[src/rtl/uart_alu_sequencer.sv]
// Frames three RX FIFO bytes (A, B, opcode) into registered ALU operands,
// captures the ALU result and pushes it (or an error code) to the TX FIFO.
module uart_alu_sequencer #(
    parameter int unsigned        NB_DATA        = 8,
    parameter int unsigned        NB_OP          = 6,
    parameter int unsigned        NB_TIMEOUT     = 20,
    parameter int unsigned        TIMEOUT_CYCLES = 1000000,
    parameter logic [NB_DATA-1:0] ERR_CODE       = 8'hFF
) (
    input  logic               i_clk,
    input  logic               i_reset,
    input  logic               i_fiforx_EMPTY,
    input  logic [NB_DATA-1:0] i_fiforx_READDATA,
    output logic               o_fiforx_READ,
    input  logic               i_fifotx_FULL,
    output logic               o_fifotx_WRITE,
    output logic [NB_DATA-1:0] o_fifotx_WRITEDATA,
    output logic [NB_DATA-1:0] o_alu_DATAA,
    output logic [NB_DATA-1:0] o_alu_DATAB,
    output logic [NB_OP-1:0]   o_alu_OP,
    input  logic [NB_DATA-1:0] i_alu_RESULT,
    output logic               o_error,
    output logic [7:0]         o_errcount
);

    localparam logic [NB_TIMEOUT-1:0] TMO_LAST = NB_TIMEOUT'(TIMEOUT_CYCLES - 1);

    localparam logic [NB_OP-1:0] OP_ADD = NB_OP'(6'h20);
    localparam logic [NB_OP-1:0] OP_SUB = NB_OP'(6'h22);
    localparam logic [NB_OP-1:0] OP_AND = NB_OP'(6'h24);
    localparam logic [NB_OP-1:0] OP_OR  = NB_OP'(6'h25);
    localparam logic [NB_OP-1:0] OP_XOR = NB_OP'(6'h26);
    localparam logic [NB_OP-1:0] OP_NOR = NB_OP'(6'h27);
    localparam logic [NB_OP-1:0] OP_SRA = NB_OP'(6'h03);
    localparam logic [NB_OP-1:0] OP_SRL = NB_OP'(6'h02);

    typedef enum logic [2:0] {
        WAIT_A  = 3'd0,
        WAIT_B  = 3'd1,
        WAIT_OP = 3'd2,
        EXEC    = 3'd3,
        SEND    = 3'd4
    } state_t;

    state_t                state;
    state_t                state_next;
    logic [NB_TIMEOUT-1:0] tmo_count;
    logic                  tmo_hit;
    logic                  in_wait_bop;
    logic                  op_valid;
    logic                  rx_read;
    logic                  tx_write;
    logic                  error_pulse;

    assign tmo_hit     = (tmo_count == TMO_LAST);
    assign in_wait_bop = (state == WAIT_B) || (state == WAIT_OP);

    always_comb begin : op_decode
        op_valid = 1'b0;
        case (o_alu_OP)
            OP_ADD, OP_SUB, OP_AND, OP_OR,
            OP_XOR, OP_NOR, OP_SRA, OP_SRL: op_valid = 1'b1;
            default:                        op_valid = 1'b0;
        endcase
    end

    always_ff @(posedge i_clk or negedge i_reset) begin : state_reg
        if (!i_reset) state <= WAIT_A;
        else          state <= state_next;
    end

    always_comb begin : next_state
        state_next = state;
        case (state)
            WAIT_A:  if (!i_fiforx_EMPTY) state_next = WAIT_B;
            WAIT_B: begin
                if (!i_fiforx_EMPTY) state_next = WAIT_OP;
                else if (tmo_hit)    state_next = WAIT_A;
            end
            WAIT_OP: begin
                if (!i_fiforx_EMPTY) state_next = EXEC;
                else if (tmo_hit)    state_next = WAIT_A;
            end
            EXEC:    state_next = SEND;
            SEND:    if (!i_fifotx_FULL) state_next = WAIT_A;
            default: state_next = WAIT_A;
        endcase
    end

    // Strobes are same-cycle handshakes with the FIFOs; reset masks them.
    always_comb begin : outputs
        rx_read     = 1'b0;
        tx_write    = 1'b0;
        error_pulse = 1'b0;
        if (i_reset) begin
            case (state)
                WAIT_A: rx_read = !i_fiforx_EMPTY;
                WAIT_B, WAIT_OP: begin
                    rx_read     = !i_fiforx_EMPTY;
                    error_pulse = i_fiforx_EMPTY && tmo_hit;
                end
                EXEC:    error_pulse = !op_valid;
                SEND:    tx_write    = !i_fifotx_FULL;
                default: ;
            endcase
        end
    end

    assign o_fiforx_READ  = rx_read;
    assign o_fifotx_WRITE = tx_write;
    assign o_error        = error_pulse;

    // Inter-byte timeout: runs only while waiting for B or the opcode.
    always_ff @(posedge i_clk or negedge i_reset) begin : timeout_cnt
        if (!i_reset) begin
            tmo_count <= '0;
        end else if (rx_read || !in_wait_bop || tmo_hit) begin
            tmo_count <= '0;
        end else begin
            tmo_count <= tmo_count + NB_TIMEOUT'(1);
        end
    end

    always_ff @(posedge i_clk or negedge i_reset) begin : datapath
        if (!i_reset) begin
            o_alu_DATAA        <= '0;
            o_alu_DATAB        <= '0;
            o_alu_OP           <= '0;
            o_fifotx_WRITEDATA <= '0;
            o_errcount         <= '0;
        end else begin
            if (rx_read && (state == WAIT_A))  o_alu_DATAA <= i_fiforx_READDATA;
            if (rx_read && (state == WAIT_B))  o_alu_DATAB <= i_fiforx_READDATA;
            if (rx_read && (state == WAIT_OP)) o_alu_OP    <= i_fiforx_READDATA[NB_OP-1:0];
            if (state == EXEC) begin
                o_fifotx_WRITEDATA <= op_valid ? i_alu_RESULT : ERR_CODE;
            end
            if (error_pulse && (o_errcount != 8'hFF)) begin
                o_errcount <= o_errcount + 8'd1;
            end
        end
    end

endmodule

[config.mk]
export PLATFORM = sky130hd
export DESIGN_NAME = uart_alu_sequencer
export DESIGN_NICKNAME = d
export VERILOG_FILES = /design/src/rtl/uart_alu_sequencer.sv
export SDC_FILE = /design/constraint.sdc
export NUM_CORES = 1
export LEC_CHECK = 0
export CAP_MARGIN = 30
export CORE_MARGIN = 1
export CORE_UTILIZATION = 40
export CTS_CLUSTER_DIAMETER = 80
export DETAILED_ROUTE_END_ITERATION = 8
export PLACE_DENSITY = 0.67
export RECOVER_POWER = 50
export SLEW_MARGIN = 10
export SYNTH_ARGS = -nofsm -noshare
export SYNTH_HDL_FRONTEND = slang
export SYNTH_SLANG_ARGS = --single-unit
[constraint.sdc]
create_clock -name i_clk -period 2.72 [get_ports i_clk]
set_input_delay 0.68 -clock i_clk [delete_from_list [all_inputs] [get_ports i_clk]]
set_output_delay 0.68 -clock i_clk [all_outputs]
set_load 0.02 [all_outputs]
# After elaboration in Yosys (flattened, before gate mapping)
# Cells that the tools add are included.
[totals]
ff_bits = 61
inputBits = 20
output_inout_bits = 41
wordCells = 57
[classes]
addsub = 2
eq_ne = 16
n_mux = 15
n_reduce_logical = 17
[op_table]
columns = ["cell", "n"]
rows = [
  ["6-bit == test (second input constant)", 6],
  ["20-bit by 1-bit adder with 20-bit output (second input constant)", 1],
  ["20-bit == test (second input constant)", 1],
  ["20-bit 2-to-1 mux", 1],
  ["3-bit 2-to-1 mux", 5],
  ["3-bit one-hot mux with 5 select lines", 1],
  ["6-bit by 2-bit == test with 1-bit output (second input constant)", 2],
  ["8-bit by 1-bit adder with 8-bit output (second input constant)", 1],
  ["8-bit 2-to-1 mux", 1],
  ["8-bit inequality test (second input constant)", 1],
  ["8-bit OR reduction", 1],
  ["3-bit by 2-bit == test with 1-bit output (second input constant)", 2],
  ["1-bit 2-to-1 mux", 6],
  ["1-bit logical AND", 5],
  ["1-bit logical NOT", 4],
  ["2-bit inequality test (second input constant)", 2],
  ["3-bit by 1-bit == test with 1-bit output (second input constant)", 1],
  ["3-bit == test (second input constant)", 1],
  ["3-bit logical NOT", 1],
  ["1-bit logical OR", 3],
  ["3-bit OR reduction", 1],
  ["1-bit one-hot mux with 2 select lines", 1],
  ["2-bit AND reduction", 1],
  ["2-bit OR reduction", 1],
]

# Longest topological paths before layout
# Gate-level depths: netlist (run 1).
[depth]
ltp_word = 7
depth_mapped = 7
ltp_nobuf = 6

# Least setup slack after synthesis (run 1)
# No wires, ideal clock.
[synth_timing]
kind = "reg2out"
startpoint = "register tmo_count[6]"
endpoint = "output o_error"
t_arrival_ps = 1860
required_time_ps = 2040
slack_ps = 180
stages_incl_launch_ff = 5
n_path_buf = 0
cell_sequence = "dfrtp_1 or4_1 or4_4 o2bb2ai_4 and2_1"
[synth_between]
elab_chain_cells = 4
[synth_lines]
columns = ["element", "line", "text"]
rows = [
  ["start: declaration", "47", "logic [NB_TIMEOUT-1:0] tmo_count;"],
  ["start signal: assignment", "120", "tmo_count <= tmo_count + NB_TIMEOUT'(1);"],
  ["20-bit == test", "55", "assign tmo_hit = (tmo_count == TMO_LAST);"],
  ["1-bit logical AND", "100", "error_pulse = i_fiforx_EMPTY && tmo_hit;"],
  ["1-bit one-hot mux with 2 select lines", "96", "case (state)"],
  ["1-bit 2-to-1 mux", "95", "if (i_reset) begin"],
  ["end: declaration", "22", "output logic o_error,"],
]
# No other way between the ends.

# Worst setup path after layout (run 1)
# Same ends and word-level chain as after synthesis.

==> run_results.csv, run 1 <==
group,metric,value,unit
run_status,status,"finished, violations left",
run_status,violations,"design-rule violations, negative setup slack",
finish,fin_util,0.584,
sta,report.final.hold_viol_count,0,
synthesis,synthesis.area,2710,µm²
sta,max_slew_margin,0.579,
synthesis,synthFlopType,"dfrtp_1",
global_route,overflow,0,
cts,cts.sinks,61,
sta,setup_slack,-107,ps
floorplanning,die_area,7120,µm²
power_and_ir_drop,ir_drop,0.000442,V
synthesis,synth_edf_count,0,
power_and_ir_drop,p_seq_frac,0.378,
synthesis,ys_seq_area_frac,0.562,
route,wirelength,5.70,mm
global_route,grt_pass1_vias,2011,
synthesis,ys_ff_latch,61,
global_route,grt_pass1_wl,9.58,mm
hold_path,hold_path_class,"input pin to asynchronous set/reset pin",
cts,hold_buffers,0,
cts,cts.reportedPaths.clkPinSlew,60,ps
synthesis,ys_warn_count,0,
route,drtIter0Drc,85,
route,drc,6,
sta,tns,-107,ps
sta,grt_setup_unrepaired,"true",
sta,max_slew.worst_pin.slew,631,ps
global_route,antenna_found_initial,0,
finish,largest_register_ffs,20,
route,post_drt_wl_per_cell,13.7,µm
setup_path,cp.arrival,2150,ps
route,antenna_left,0,
setup_path,max_stage_delay,510,ps
setup_path,crit_slowest_cell,"or4_1",
setup_path,worstPathRequired,2040,ps
setup_path,rr_worst_depth,7,
sta,max_freq,0.354,GHz
synthesis,async_reset_ff_frac,1.00,
placement,portBuffers,60,
power_and_ir_drop,power_switching,1.28,mW
setup_path,critical_path.endpoint_type,"output port",
sta,slew_violations,0,
cts,clock_path_buffers,2,
finish,diodes,0,
synthesis,postSynthAreaPerCell,11.3,µm²
synthesis,yosys.area.top_type,"dfrtp_1",
power_and_ir_drop,power.leakage,1.64,nW
floorplanning,rows,29,
cts,numCtsBuffers,9,
setup_path,start_kind,"flip-flop",
global_route,grt.total_usage,0.174,
setup_path,crit_chain,"or4_1 > or4_4 > o2bb2ai_4 > and2_4 > buf_6",
setup_path,crit_end,"o_error",
floorplanning,die_w,84.4,µm
global_route,grt_max_degree,33,
floorplanning,die_h,84.4,µm
cts,cts_max_level,3,
route,first_pass_iters,6,
placement,dp.final_hpwl,4.12,mm
power_and_ir_drop,combPwrFrac,0.423,
setup_path,r2r-start,"tmo_count[6]",
setup_path,r2r-end,"o_errcount[1]",
setup_path,crit_fanout,2,
finish,fillerInstances,557,
synthesis,synth_nets,263,
finish,layout-drive-gt1-share,0.213,
finish,synthToLayoutAreaGrowth,39.0,%
power_and_ir_drop,swShare,0.354,
cts,clock_tree.root_cell,"clkbuf_8",
power_and_ir_drop,power_frac_clock,0.199,
sta,post-route-period-util,1.04,
power_and_ir_drop,powerDensity,960,nW/µm²
sta,finalClockSkew,6.46,ps
setup_path,r2r_slack,310,ps
placement,place.gp.congestion,0.778,
setup_path,path_class,"flip-flop to output port",
synthesis,yosysUniqueCellTypes,33,
cts,cts_tree,"done",
cts,clk_latency,330,ps
finish,regMostFlops,"tmo_count",
floorplanning,start_util,0.420,
sta,holdWs,366,ps
power_and_ir_drop,internal_power,2.34,mW
power_and_ir_drop,p_total,3.62,mW
run,cap_viol_max_count,0,
finish,fin_nets,356,
synthesis,yosys.area.top_type_share,0.562,
synthesis,yosys-top-cells-area,"dfrtp_1 (56%), mux2_2 (9.1%), nor2_1 (6.8%), xor2_1 (5.5%), xnor2_1 (2.6%)",
floorplanning,boundaryPins,61,
route,vias,2030,
sta,setup_viol,1,
floorplanning,core-area,6460,µm²
route,viasPerCell,4.89,
synthesis,synthesis.instances,241,
setup_path,crit_start,"tmo_count[6]",
sta,period_needed,2830,ps
kinds of logic after synthesis:
logic type | share of synthesized area
mux | 0.0954
compound gates | 0.0387
flops | 0.562
simple gates | 0.202
fa+ha+maj | 0.00922
xor+xnor | 0.0807
buf+inv | 0.0111
worst min-delay path by stage:
stage | startpoint | to | depth (start not counted) | slack (ps)
after global placement | tmo_count[0] | tmo_count[0] | 1 | 440
after detailed placement | tmo_count[0] | tmo_count[0] | 1 | 450
after global routing | i_reset | tmo_count[15] | 2 | 350
after CTS | i_reset | state[0] | 2 | 360
after floorplan | i_reset | o_alu_DATAA[0] | 0 | 380
final | i_reset | tmo_count[15] | 2 | 370
routing by layer:
layer,wire length [µm],GRT usage,vias up
li1,-,-,1006
met1,2640,0.224,973
met2,2720,0.281,47
met3,304,0.0629,4
met4,40,0.0447,0
met5,0,0,-
repair_timing:
action | 4_1_cts | 5_1_grt
pin swaps | 2 | 1
endpoints found under the setup margin | 2 | 1
gates resized for setup | 9 | 0
buffers inserted | 2 | 0
cells in the final DEF, fill, tap and decap left out, types with 2 or more instances in the layout:
| cell | instances |
|---|---|
| dfrtp_1 | 61 |
| clkdlybuf4s50_1 | 53 |
| nor2_1 | 49 |
| buf_4 | 25 |
| mux2_2 | 22 |
| xor2_1 | 17 |
| nand2_1 | 15 |
| nand3_1 | 12 |
| clkbuf_8 | 12 |
| a21oi_1 | 10 |
| xnor2_1 | 8 |
| nand4_1 | 6 |
| nor4b_2 | 4 |
| dlygate4sd3_1 | 4 |
| inv_1 | 3 |
| or3_1 | 3 |
| clkbuf_1 | 3 |
| and3_1 | 2 |
| and4_1 | 2 |
| nand2b_1 | 2 |
| and2_1 | 2 |
| nor2b_1 | 2 |
| ha_1 | 2 |
final cells by class:
cell class | count | area (µm²) | area share
clock buffer | 14 | 173 | 0.0458
timing repair buffer | 87 | 795 | 0.211
sequential | 61 | 1530 | 0.405
tap | 77 | 96.3 | 0.0255
clock inverter | 1 | 5.00 | 0.00133
multi-input combinational | 172 | 1170 | 0.309
inverter | 3 | 11.3 | 0.00299
cells in the mapped netlist (2+ instances only):
library cell and n:
a21oi_1 10, and2_1 3, and3_1 2, and4_1 2, clkbuf_1 5, dfrtp_1 61, ha_1 2, inv_1 3
mux2_2 22, nand2_1 15, nand2b_1 2, nand3_1 12, nand4_1 6, nor2_1 49, nor2b_1 2, nor4b_2 3
or3_1 3, xnor2_1 8, xor2_1 17
power by group through the flow:
stage | clock, mW | combinational [mW] | sequential (mW)
after CTS | 0.749 | 1.56 | 1.37
after global routing | 0.790 | 1.65 | 1.42
after global placement | 0 | 1.52 | 1.37
final | 0.722 | 1.53 | 1.37
after floorplan | 0 | 0.555 | 1.65
after detailed placement | 0 | 1.55 | 1.39
through the flow:
stage / worst slack, ps / instances / instance area [µm²]
final: -107 / 415 / 3770
after global routing: -173 / 415 / 3770
after CTS: -154 / 415 / 3780
after detailed placement: -260 / 398 / 3570
after global placement: -242 / 398 / 3570
after floorplan: 180 / 241 / 2710
critical path: cells and delay by family, from the launching register on:
family | cells | cell delay, ps
and+or+nand+nor | 3 | 1180
buffers and inverters | 1 | 110
DFF | 1 | 370
AOI/OAI and AO/OA | 1 | 150
(Power assumes the default switching activity.)
==> run 2: changes to the inputs <==
--- a/config.mk
+++ b/config.mk
@@ -7,11 +7,12 @@
 export LEC_CHECK = 0
 export CAP_MARGIN = 30
 export CORE_MARGIN = 1
-export CORE_UTILIZATION = 40
+export CORE_UTILIZATION = 38
 export CTS_CLUSTER_DIAMETER = 80
 export DETAILED_ROUTE_END_ITERATION = 8
-export PLACE_DENSITY = 0.67
+export PLACE_DENSITY = 0.64
 export RECOVER_POWER = 50
+export SKIP_LAST_GASP = 1
 export SLEW_MARGIN = 10
 export SYNTH_ARGS = -nofsm -noshare
 export SYNTH_HDL_FRONTEND = slang
==> run 2 against run 1 <==
  * The flow finishes with violations (max-capacitance violations, max-slew violations, negative setup slack)
  * Highest routed layer unchanged
  * Critical path depth stayed put
  * Largest cell class unchanged
  * Non-clock buffer count stayed put
  * Clock-buffer cell count is 2 lower
  * Fmax is 0.71% higher
  * Sequential share of layout area is 0.67 points lower
  * Setup slack better by 20 ps
==> run_results.csv, run 2 (synthesis results as in run 1) <==
group,metric,value,unit
setup_path,r2r-start,"tmo_count[6]",
floorplanning,core-area,6830,µm²
setup_path,crit_slowest_cell,"or4_1",
placement,dp_slack,-256,ps
cts,clock_path_buffers,2,
power_and_ir_drop,p_total,3.78,mW
setup_path,critPathTopFamily,"simple AND/OR/NAND/NOR gates",
finish,diodes,0,
sta,grt_setup_unrepaired,"true",
setup_path,path_class,"flip-flop to output port",
route,vias,2051,
sta,tns,-86.7,ps
setup_path,max_stage_delay,510,ps
sta,report.final.hold_viol_count,0,
global_route,grt.total_usage,0.165,
global_route,grt_pass1_vias,1972,
power_and_ir_drop,power.leakage,1.66,nW
setup_path,cp_num_buf_inv,1,
power_and_ir_drop,powerDensity,985,nW/µm²
finish,multi_input_comb_area,1170,µm²
route,viasPerCell,4.71,
floorplanning,die_h,86.5,µm
global_route,grt_max_degree,31,
cts,cts.reportedPaths.clkPinSlew,70,ps
cts,cts.sinks,61,
setup_path,r2r-end,"o_errcount[1]",
route,drc,0,
hold_path,hold_path_class,"input pin to asynchronous set/reset pin",
placement,portBuffers,60,
finish,synthToLayoutAreaGrowth,41.4,%
setup_path,r2r_slack,340,ps
route,first_pass_iters,4,
floorplanning,boundaryPins,61,
finish,final_cells,435,
sta,max_freq,0.356,GHz
floorplanning,die_w,86.5,µm
floorplanning,rows,30,
route,wirelength,5.60,mm
cts,cts_tree,"done",
setup_path,crit_chain,"or4_1 > or4_4 > o2bb2ai_4 > and2_4 > buf_6",
route,post_drt_wl_per_cell,12.9,µm
placement,place.gp.congestion,0.758,
cts,numCtsBuffers,9,
sta,setup_viol,1,
cts,clk_latency,330,ps
sta,setup_slack,-86.7,ps
placement,dp.final_hpwl,3.99,mm
floorplanning,die_area,7480,µm²
cts,hold_buffers,0,
finish,largest_register_ffs,20,
setup_path,worstPathRequired,2040,ps
finish,post-route-cell-area,3840,µm²
cts,clock_tree.root_cell,"clkbuf_8",
sta,finalClockSkew,11.6,ps
run_status,status,"finished, violations left",
setup_path,rr_worst_depth,7,
cts,cts_max_level,3,
finish,fillerInstances,628,
power_and_ir_drop,ir_drop,0.000448,V
finish,fin_util,0.562,
setup_path,start_kind,"flip-flop",
placement,dp_cells,417,
placement,dpl_cell_area,3600,µm²
run_status,violations,"max-capacitance violations, max-slew violations, negative setup slack",
setup_path,crit_fanout,2,
finish,fin_nets,356,
global_route,antenna_found_initial,0,
route,drtIter0Drc,77,
sta,post-route-period-util,1.03,
global_route,grt_pass1_wl,9.52,mm
sta,holdWs,381,ps
global_route,overflow,0,
finish,regMostFlops,"tmo_count",
finish,seqCellArea,1530,µm²
sta,max_slew.worst_pin.slew,1600,ps
sta,max_slew_margin,-0.0667,
finish,final_common_cell,"dfrtp_1",
route,antenna_left,0,
setup_path,cp.arrival,2130,ps
sta,period_needed,2810,ps
sta,slew_violations,31,
floorplanning,start_util,0.397,
finish,layout-drive-gt1-share,0.218,
setup_path,critical_path.endpoint_type,"output port",
run,cap_viol_max_count,1,
finish,layout_common_cells,"dfrtp_1 (61), nor2_1 (49), clkdlybuf4s50_1 (48)",
==> run 2: how the worst max path moves through the flow <==
stage | depth (start not counted) | slack [ps] | endpoint | start
3_3_place_gp | 5 | -240 | o_error | tmo_count[6]
4_1_cts | 5 | -180 | o_error | tmo_count[6]
2_1_floorplan | 4 | 180 | o_error | tmo_count[6]
6_report | 5 | -90 | o_error | tmo_count[6]
5_1_grt | 5 | -180 | o_error | tmo_count[6]
3_5_place_dp | 5 | -260 | o_error | tmo_count[6]
==> run 2: power breakdown <==
group	switching (mW)	leakage (nW)	internal [mW]
combinational	0.762	0.790	0.739
sequential	0.187	0.756	1.18
clock	0.344	0.116	0.564
==> run 2: layout make-up <==
type                       count  area share
sequential                    61       0.398
multi-input combinational    172       0.304
timing repair buffer          87       0.205
clock buffer                  12      0.0404
tap                           96      0.0313
clock inverter                 4      0.0183
inverter                       3     0.00294
==> run 2: metal layers <==
metal  part of all wire  wire, µm  GRT usage
met5                  0         0          0
met4             0.0071        40     0.0500
met3              0.048       266     0.0505
met2               0.45      2540      0.245
met1               0.49      2750      0.233
==> run 2: repair_timing <==
item,4_1_cts,5_1_grt
setup endpoints to repair,2,2
cloned,0,0
pin swaps,0,2
setup buffers,0,2
gates resized for setup,5,6
